### src/rtl/rx_serial_7e1_if.sv
`default_nettype none
// ============================================================================
//  Module      : rx_serial_7e1_if
//  Description : Bundle of the serial line, host handshake and debug signals
//                of the 7E1 receiver.
//                slave  modport : receiver side (drives character/status)
//                master modport : host/line side (drives line and acknowledge)
//  Signals     : dado_serial    serial line, idle high, LSB first
//                recebe_dado    one-cycle acknowledge, clears tem_dado
//                dados_ascii[7] last received character
//                paridade_ok    last character had even parity
//                erro_stop      last character's stop bit was 0
//                pronto         one-cycle pulse when a character is stored
//                tem_dado       unread character available
//                db_dado_serial synchronized line value
//                db_tick        sampling strobe
//                db_estado[4]   FSM state code
//  Revision    : 1.0 - initial release
// ============================================================================
interface rx_serial_7e1_if;
    logic       dado_serial;
    logic       recebe_dado;
    logic [6:0] dados_ascii;
    logic       paridade_ok;
    logic       erro_stop;
    logic       pronto;
    logic       tem_dado;
    logic       db_dado_serial;
    logic       db_tick;
    logic [3:0] db_estado;

    modport slave (
        input  dado_serial,
        input  recebe_dado,
        output dados_ascii,
        output paridade_ok,
        output erro_stop,
        output pronto,
        output tem_dado,
        output db_dado_serial,
        output db_tick,
        output db_estado
    );

    modport master (
        output dado_serial,
        output recebe_dado,
        input  dados_ascii,
        input  paridade_ok,
        input  erro_stop,
        input  pronto,
        input  tem_dado,
        input  db_dado_serial,
        input  db_tick,
        input  db_estado
    );
endinterface
`default_nettype wire

### src/rtl/rx_serial_7e1.sv
`default_nettype none
// ============================================================================
//  Module      : rx_serial_7e1
//  Description : Asynchronous serial receiver, 7 data bits, even parity,
//                1 stop bit. Default timing is 115200 baud at 50 MHz.
//  Ports       : clock  system clock
//                reset  synchronous, active-high reset
//                bus    rx_serial_7e1_if.slave (line, handshake, status, debug)
//  Parameters  : M  clock cycles per bit
//                N  width of the bit-period counter (2**N > M)
//  Revision    : 1.0 - initial release
// ============================================================================
module rx_serial_7e1 #(
    parameter int M = 434,
    parameter int N = 9
) (
    input  wire             clock,
    input  wire             reset,
    rx_serial_7e1_if.slave  bus
);

    localparam logic [3:0] S_INICIAL  = 4'd0;
    localparam logic [3:0] S_INICIO   = 4'd1;
    localparam logic [3:0] S_ESPERA   = 4'd2;
    localparam logic [3:0] S_AMOSTRA  = 4'd3;
    localparam logic [3:0] S_ARMAZENA = 4'd4;
    localparam logic [3:0] S_FINAL    = 4'd5;

    // Half-bit terminal count: INICIO spends M/2 cycles (0 .. M/2-1).
    localparam logic [N-1:0] HALF_TC = N'(M / 2 - 1);
    // ESPERA + the single AMOSTRA cycle together make one bit period of M.
    localparam logic [N-1:0] WAIT_TC = N'(M - 2);
    localparam logic [N-1:0] CNT_ONE = N'(1);

    // Two-flop synchronizer, reset to the idle (high) line level
    logic sync_meta_q;
    logic serial_q;

    logic [3:0]   state_q, state_d;
    logic [N-1:0] cnt_q,   cnt_d;
    logic [3:0]   bitcnt_q, bitcnt_d;
    logic [8:0]   sh_q,    sh_d;

    logic [6:0]   dados_q;
    logic         par_ok_q;
    logic         erro_stop_q;
    logic         tem_dado_q;

    always_ff @(posedge clock) begin
        if (reset) begin
            sync_meta_q <= 1'b1;
            serial_q    <= 1'b1;
        end else begin
            sync_meta_q <= bus.dado_serial;
            serial_q    <= sync_meta_q;
        end
    end

    always_comb begin
        state_d  = state_q;
        cnt_d    = cnt_q;
        bitcnt_d = bitcnt_q;
        sh_d     = sh_q;
        case (state_q)
            S_INICIAL: begin
                if (!serial_q) begin
                    cnt_d   = '0;
                    state_d = S_INICIO;
                end
            end
            S_INICIO: begin
                if (cnt_q == HALF_TC) begin
                    cnt_d = '0;
                    // Line back high at mid start bit means it was a glitch
                    if (serial_q) begin
                        state_d = S_INICIAL;
                    end else begin
                        bitcnt_d = '0;
                        state_d  = S_ESPERA;
                    end
                end else begin
                    cnt_d = cnt_q + CNT_ONE;
                end
            end
            S_ESPERA: begin
                if (cnt_q == WAIT_TC) begin
                    cnt_d   = '0;
                    state_d = S_AMOSTRA;
                end else begin
                    cnt_d = cnt_q + CNT_ONE;
                end
            end
            S_AMOSTRA: begin
                // LSB arrives first, so shift right and enter at the MSB
                sh_d     = {serial_q, sh_q[8:1]};
                bitcnt_d = bitcnt_q + 4'd1;
                state_d  = (bitcnt_q == 4'd8) ? S_ARMAZENA : S_ESPERA;
            end
            S_ARMAZENA: begin
                state_d = S_FINAL;
            end
            S_FINAL: begin
                state_d = S_INICIAL;
            end
            default: begin
                state_d = S_INICIAL;
            end
        endcase
    end

    always_ff @(posedge clock) begin
        if (reset) begin
            state_q  <= S_INICIAL;
            cnt_q    <= '0;
            bitcnt_q <= '0;
            sh_q     <= '0;
        end else begin
            state_q  <= state_d;
            cnt_q    <= cnt_d;
            bitcnt_q <= bitcnt_d;
            sh_q     <= sh_d;
        end
    end

    // Output register: only ARMAZENA updates the character and status.
    // A store while tem_dado is already set silently overwrites (overrun).
    always_ff @(posedge clock) begin
        if (reset) begin
            dados_q     <= '0;
            par_ok_q    <= 1'b0;
            erro_stop_q <= 1'b0;
            tem_dado_q  <= 1'b0;
        end else begin
            if (state_q == S_ARMAZENA) begin
                dados_q     <= sh_q[6:0];
                par_ok_q    <= ~^sh_q[7:0];
                erro_stop_q <= ~sh_q[8];
            end
            // Store has priority over a simultaneous acknowledge
            if (state_q == S_ARMAZENA) begin
                tem_dado_q <= 1'b1;
            end else if (bus.recebe_dado) begin
                tem_dado_q <= 1'b0;
            end
        end
    end

    assign bus.dados_ascii    = dados_q;
    assign bus.paridade_ok    = par_ok_q;
    assign bus.erro_stop      = erro_stop_q;
    assign bus.tem_dado       = tem_dado_q;
    assign bus.pronto         = (state_q == S_ARMAZENA);
    assign bus.db_tick        = (state_q == S_AMOSTRA);
    assign bus.db_dado_serial = serial_q;
    assign bus.db_estado      = state_q;

endmodule
`default_nettype wire
### src/flat_wrapper.sv
// flat-port wrapper written by rule: the top's interface ports become plain ports
module rx_serial_7e1_flat 
#(
    parameter int M = 434,
    parameter int N = 9
)
  (clock, reset, bus_dado_serial, bus_recebe_dado, bus_dados_ascii, bus_paridade_ok, bus_erro_stop, bus_pronto, bus_tem_dado, bus_db_dado_serial, bus_db_tick, bus_db_estado);
  rx_serial_7e1_if bus_i ();
  input  wire clock;
  input  wire reset;
  input wire logic [$bits(bus_i.dado_serial)-1:0] bus_dado_serial;
  input wire logic [$bits(bus_i.recebe_dado)-1:0] bus_recebe_dado;
  output wire logic [$bits(bus_i.dados_ascii)-1:0] bus_dados_ascii;
  output wire logic [$bits(bus_i.paridade_ok)-1:0] bus_paridade_ok;
  output wire logic [$bits(bus_i.erro_stop)-1:0] bus_erro_stop;
  output wire logic [$bits(bus_i.pronto)-1:0] bus_pronto;
  output wire logic [$bits(bus_i.tem_dado)-1:0] bus_tem_dado;
  output wire logic [$bits(bus_i.db_dado_serial)-1:0] bus_db_dado_serial;
  output wire logic [$bits(bus_i.db_tick)-1:0] bus_db_tick;
  output wire logic [$bits(bus_i.db_estado)-1:0] bus_db_estado;
  assign bus_i.dado_serial = bus_dado_serial;
  assign bus_i.recebe_dado = bus_recebe_dado;
  assign bus_dados_ascii = bus_i.dados_ascii;
  assign bus_paridade_ok = bus_i.paridade_ok;
  assign bus_erro_stop = bus_i.erro_stop;
  assign bus_pronto = bus_i.pronto;
  assign bus_tem_dado = bus_i.tem_dado;
  assign bus_db_dado_serial = bus_i.db_dado_serial;
  assign bus_db_tick = bus_i.db_tick;
  assign bus_db_estado = bus_i.db_estado;
  rx_serial_7e1 #(.M(M), .N(N)) u_core (.clock(clock), .reset(reset), .bus(bus_i));
endmodule
### config.mk
export PLATFORM = sky130hd
export DESIGN_NAME = rx_serial_7e1_flat
export DESIGN_NICKNAME = d
export VERILOG_FILES = /design/src/rtl/rx_serial_7e1_if.sv /design/src/rtl/rx_serial_7e1.sv /design/src/flat_wrapper.sv
export SDC_FILE = /design/constraint.sdc
export NUM_CORES = 1
export LEC_CHECK = 0
export ABC_AREA = 1
export CORE_MARGIN = 2
export CORE_UTILIZATION = 28
export CTS_CLUSTER_DIAMETER = 40
export DETAILED_ROUTE_END_ITERATION = 10
export DONT_BUFFER_PORTS = 1
export HOLD_SLACK_MARGIN = 0.06
export PLACE_DENSITY_LB_ADDON = 0.2
export SYNTH_ARGS = -nofsm -noshare
export SYNTH_HDL_FRONTEND = slang
export SYNTH_SLANG_ARGS = --single-unit
### constraint.sdc
create_clock -name clock -period 1.15 [get_ports clock]
set_input_delay 0.115 -clock clock [delete_from_list [all_inputs] [get_ports clock]]
set_output_delay 0.115 -clock clock [all_outputs]
set_load 0.005 [all_outputs]
# --- After elaboration in Yosys (flattened, before gate mapping) ---
# Index checks and enable logic that the tools add are counted.
totals:
  register_bits: 38
  in_bits: 4
  out_inout_bits: 17
  word_cells: 47
op_classes:
  add_sub_neg: 2
  n_eq_ne: 11
  n_mux: 15
  n_bitwise: 1
  reduce_logical: 8
ops:
  columns: ["cell", "n"]
  rows:
  - ["$mux 9", 3]
  - ["$pmux 9 s3", 1]
  - ["$mux 4", 5]
  - ["$pmux 4 s5", 1]
  - ["$add 9x1->9 const B", 1]
  - ["$eq 9x8->1 const B", 1]
  - ["$eq 9x9->1 const B", 1]
  - ["$eq 4x2->1 const B", 2]
  - ["$pmux 4 s2", 1]
  - ["$reduce_xnor 8->1", 1]
  - ["$reduce_and 3->1", 2]
  - ["$add 4x1->4 const B", 1]
  - ["$eq 4x1->1 const B", 1]
  - ["$eq 4x3->1 const B", 1]
  - ["$eq 4x4->1 const B", 1]
  - ["$logic_not 4->1", 1]
  - ["$ne 2x1->1 const B", 2]
  - ["$ne 2x2->1 const B", 2]
  - ["$reduce_bool 2->1", 2]
  - ["$mux 3", 1]
  - ["$reduce_bool 3->1", 1]
  - ["$mux 1", 2]
  - ["$mux 2", 1]
  - ["$reduce_and 2->1", 1]
  - ["$not 1->1", 1]

# --- Logic depth before layout (Yosys ltp) ---
depth:
  word_depth: 3
  ltp_mapped: 10
  ltp_nobuf: 10

# --- Worst setup path before layout ---
# OpenSTA, ideal clock, no wires.
synth_timing:
  path_kind: "register to register"
  startpoint: "reg u_core.cnt_q[0]"
  endpoint: "reg u_core.cnt_q[8]"
  setup_time_ns: 0.113
  arrival_time_ns: 1.113
  t_required_ns: 1.037
  slack_ns: -0.076
  stages_incl_launch_ff: 7
  n_path_buf: 0
  synth_period_minus_slack_ns: 1.226
  path_cell_list: "dfxtp_1 ha_1 nand2_1 nor2_1 nand3_1 nor2_1 nor2_1"
synth_between:
  elab_chain_cells: 3
  elab_cells_between_ends: 6
  classes_between: "add/sub: 1; eq/ne: 2; mux: 3"
synth_lines:
  columns: ["item", "line_no", "text"]
  rows:
  - ["start, declared", "rx_serial_7e1.sv:40", "logic [N-1:0] cnt_q, cnt_d;"]
  - ["start signal, assigned", "rx_serial_7e1.sv:119", "cnt_q <= cnt_d;"]
  - ["$add 9x1->9, or another cell as far along", "rx_serial_7e1.sv:82, rx_serial_7e1.sv:90", null]
  - ["$mux 9 (on tied branches)", "rx_serial_7e1.sv:86, rx_serial_7e1.sv:72", null]
  - ["$pmux 9 s3 (*)", "rx_serial_7e1.sv:64", "case (state_q)"]
# Mark *: on every way between the ends. The rest lies on a longest branch, timed or not.
# A chain may end at the register's enable or synchronous reset.

# --- Final worst setup path ---
layout_timing:
  startpoint: "reg u_core.cnt_q[0]"
  endpoint: "reg u_core.cnt_q[3]"
# The elaborated chain is that of the path after synthesis.

==> impl_metrics.toml <==
[worst_setup_path]
required_ns = 1.34
crit_type = "register to register"
cpPeakStageDelay_ns = 0.34
startpoint_type = "register"
crit_chain = "inv_2 > ha_4 > nand2_2 > nor2_1 > nand2_1 > nand2_4 > nand3_4 > nand2_8 > nor2_1"
worst-r2r-cell-count = 9
end_kind = "register"
slowest_stage = "dfxtp_2"
arrival_ns = 1.48
r2r_start = "u_core.cnt_q[0]"
crit_top_cell = "nor2_1"
startpoint = "u_core.cnt_q[0]"
cp_max_fo = 6

[placed_design]
dp_slack_ns = -0.172
place_congestion = 0.814
placement.cell_area_sq_um = 2130
dp_cells = 352
dp_hpwl_um = 2660
io_buffers = 0

[cells_and_area]
fillers = 677
num_antenna_cells = 0
areaGrowthSynthToFinish_pct = 40.9
nNetsFinal = 301
drive_gt1_frac = 0.374
final_area_sq_um = 2550
stdcell_count = 371

[drt]
drtPass1Iterations = 4
vias_per_cell = 4.36
routedWlPerCell_um = 10.7
postRouteAntennaNets = 0
wl_um = 3970
drc = 0
vias = 1617
drtIter0Drc = 99

[die]
die_h_um = 84.4
row_count = 29
die_x_um = 84.4
start_util = 0.287
ios = 21
die-area_sq_um = 7130
core_area_sq_um = 6310

[power]
vdd_drop_max_mv = 0.934
power.total_w = 0.00420
switchingPower_w = 0.00145
power.internal_w = 0.00275
powerDensity_nw_per_um2 = 1650
p_sw_frac = 0.344
seq_power_share = 0.370
p_leak_nw = 1.12
combPwrFrac = 0.362
clkPwrFrac = 0.267

[synthesis]
synth.net_count = 255
synth_top_family_by_area = "simple AND/OR/NAND/NOR gates"
synth_edf_count = 0
synthArstFlopShare = 0
synth_xor_area_frac = 0.0435
synth-simple-area-share = 0.309
synth-seq-area-share = 0.409
yosys_register_bits = 37
synth.area.mux_share = 0
avgSynthCellArea_sq_um = 7.33
synth_compound_area_frac = 0.119
synthFlopType = "dfxtp_1"
synth_cell_types = 31
synthAdderAreaFrac = 0.0276
synth_cells = 247
netlist_area_sq_um = 1810
yosys_warnings = 0

[outcome]
failed_checks = "negative setup slack"
status = "finished, violations left"

[global_routing]
grt_pass1_wl_um = 6930
grt_pass1_vias = 1535
antenna_found_initial = 0
grt_max_degree = 20
track_usage = 0.120
overflow = 0

[timing]
finalCriticalPeriod_ns = 1.29
setup_violations = 20
slew_viol_final = 0
hold_viol = 0
fin_ws_ns = -0.140
skew_ns = 0.00619
grt_setup_unrepaired = "yes"
clock.fmax_mhz = 775
fin_crit_sh = 1.12

[min_path]
worstHoldStart = "reset"
holdPathStages = 3
hp-class = "primary input to register"

[clock_tree]
tritoncts = "done"
clk_path_buf_depth = 2
clkLatencyLatePin_ns = 0.29
cts.sinks = 37
cts_max_level = 2
cts.reportedPaths.clkPinSlew_ns = 0.08
cts_made_buffers = 5
root_buffer = "clkbuf_8"

[run]
drv_cap = 0
-- critical path, delay by kind of cell (launching register included) --
family / cells / cell delay, ns
adder cells (fa/ha/maj): 1 / 0.13
buffers and inverters: 1 / 0.08
AND/OR/NAND/NOR: 7 / 0.64
flip-flops: 1 / 0.34
-- layout by cell type (no fill, tap or decap), types with 3 or more instances in the layout --
| cell type | synthesis | final |
|---|---|---|
| nand2_4 | 2 | 5 |
| nor2_4 | 1 | 7 |
| xnor2_1 | 3 | 3 |
| nor2_1 | 42 | 32 |
| o21ai_0 | 15 | 8 |
| clkbuf_8 | 0 | 5 |
| buf_6 | 3 | 7 |
| a21oi_1 | 15 | 12 |
| buf_4 | 2 | 34 |
| nand3_2 | 4 | 6 |
| nand3_1 | 13 | 10 |
| o21ai_2 | 1 | 4 |
| inv_1 | 21 | 18 |
| nand2_1 | 47 | 41 |
| dlygate4sd3_1 | 0 | 3 |
| inv_2 | 5 | 5 |
| o21ai_1 | 6 | 10 |
| ha_1 | 4 | 3 |
| a21oi_2 | 0 | 3 |
| nand2_2 | 5 | 7 |
| xor2_1 | 6 | 5 |
| dfxtp_1 | 37 | 33 |
| nor2_2 | 2 | 6 |
-- routing by layer --
| layer | vias up | global-route usage | routed length (um) |
|---|---|---|---|
| li1 | 874 | - | - |
| met1 | 717 | 0.154 | 2030 |
| met2 | 19 | 0.191 | 1750 |
| met3 | 7 | 0.0295 | 126 |
| met4 | 0 | 0.0519 | 70 |
| met5 | - | 0 | 0 |
-- power groups by stage --
| stage | logic (W) | registers (W) | clock network (W) |
|---|---|---|---|
| after floorplan | 0.000776 | 0.00152 | 0 |
| after global placement | 0.00115 | 0.00154 | 0 |
| after detailed placement | 0.00114 | 0.00154 | 0 |
| after CTS | 0.00139 | 0.00154 | 0.00117 |
| after global routing | 0.00169 | 0.00158 | 0.00123 |
| final | 0.00152 | 0.00156 | 0.00112 |
-- final timing paths --
| kind | endpoint | slack (ns) |
|---|---|---|
| hold / removal | u_core.cnt_q[7] | 0.15 |
| hold reg to reg | u_core.bus.db_dado_serial | 0.42 |
| setup reg to reg | u_core.cnt_q[3] | -0.14 |
| setup / recovery | u_core.cnt_q[3] | -0.14 |
-- synthesized netlist by cell type (all sizes together) (2+ instances only) --
cell type	count	share of area
a21oi	15	0.041
buf	8	0.035
ha	4	0.028
dfxtp	37	0.41
xnor2	3	0.015
nand2	54	0.13
xor2	6	0.029
nor2	45	0.10
o21ai	22	0.063
inv	26	0.054
nand3	17	0.058
or2	2	0.0069
-- layout make-up --
cell class	instances	area (sq um)	share of cell area
multi-input cells	175	1080	0.422
flip-flops and latches	37	751	0.294
inverters	27	114	0.0446
repair buffers	47	404	0.158
clock buffers	6	72.6	0.0284
well taps	77	96.3	0.0377
clock inverters	2	38.8	0.0152
-- kinds of logic (layout without fill, tap and decap cells) --
group,count (synthesis),count (layout)
buf+inv,35,82
compound gates,40,40
simple gates,121,121
xor+xnor,9,9
flops,37,37
other cells,1,1
fa+ha+maj,4,4
-- flip-flops by register name, indices dropped and copies added (netlist names) --
signal,count
u_core.sync_meta_q,1
u_core.sh_q,9
u_core.bus.db_estado,3
u_core.bus.db_dado_serial,1
u_core.bus.paridade_ok,1
u_core.bus.dados_ascii,7
u_core.bitcnt_q,4
u_core.bus.erro_stop,1
u_core.bus.tem_dado,1
u_core.cnt_q,9
-- metrics by stage --
step	setup TNS, ns	hold slack [ns]	util
floorplan	-0.0108	0.219	-
global placement	-1.94	0.187	0.338
detailed placement	-2.31	0.190	0.338
CTS	-1.45	-0.132	0.383
global route	-3.40	0.170	0.404
finish	-1.81	0.149	0.404
-- what timing repair did --
action | CTS | global route
setup endpoints to repair | 36 | 36
gates resized for setup | 36 | 33
setup buffers | 6 | 0
endpoints found under the hold margin | 9 | 9
pin swaps | 12 | 13
hold buffers | 1 | 2
cloned | 0 | 2
Power figures use the tool's default switching activity.
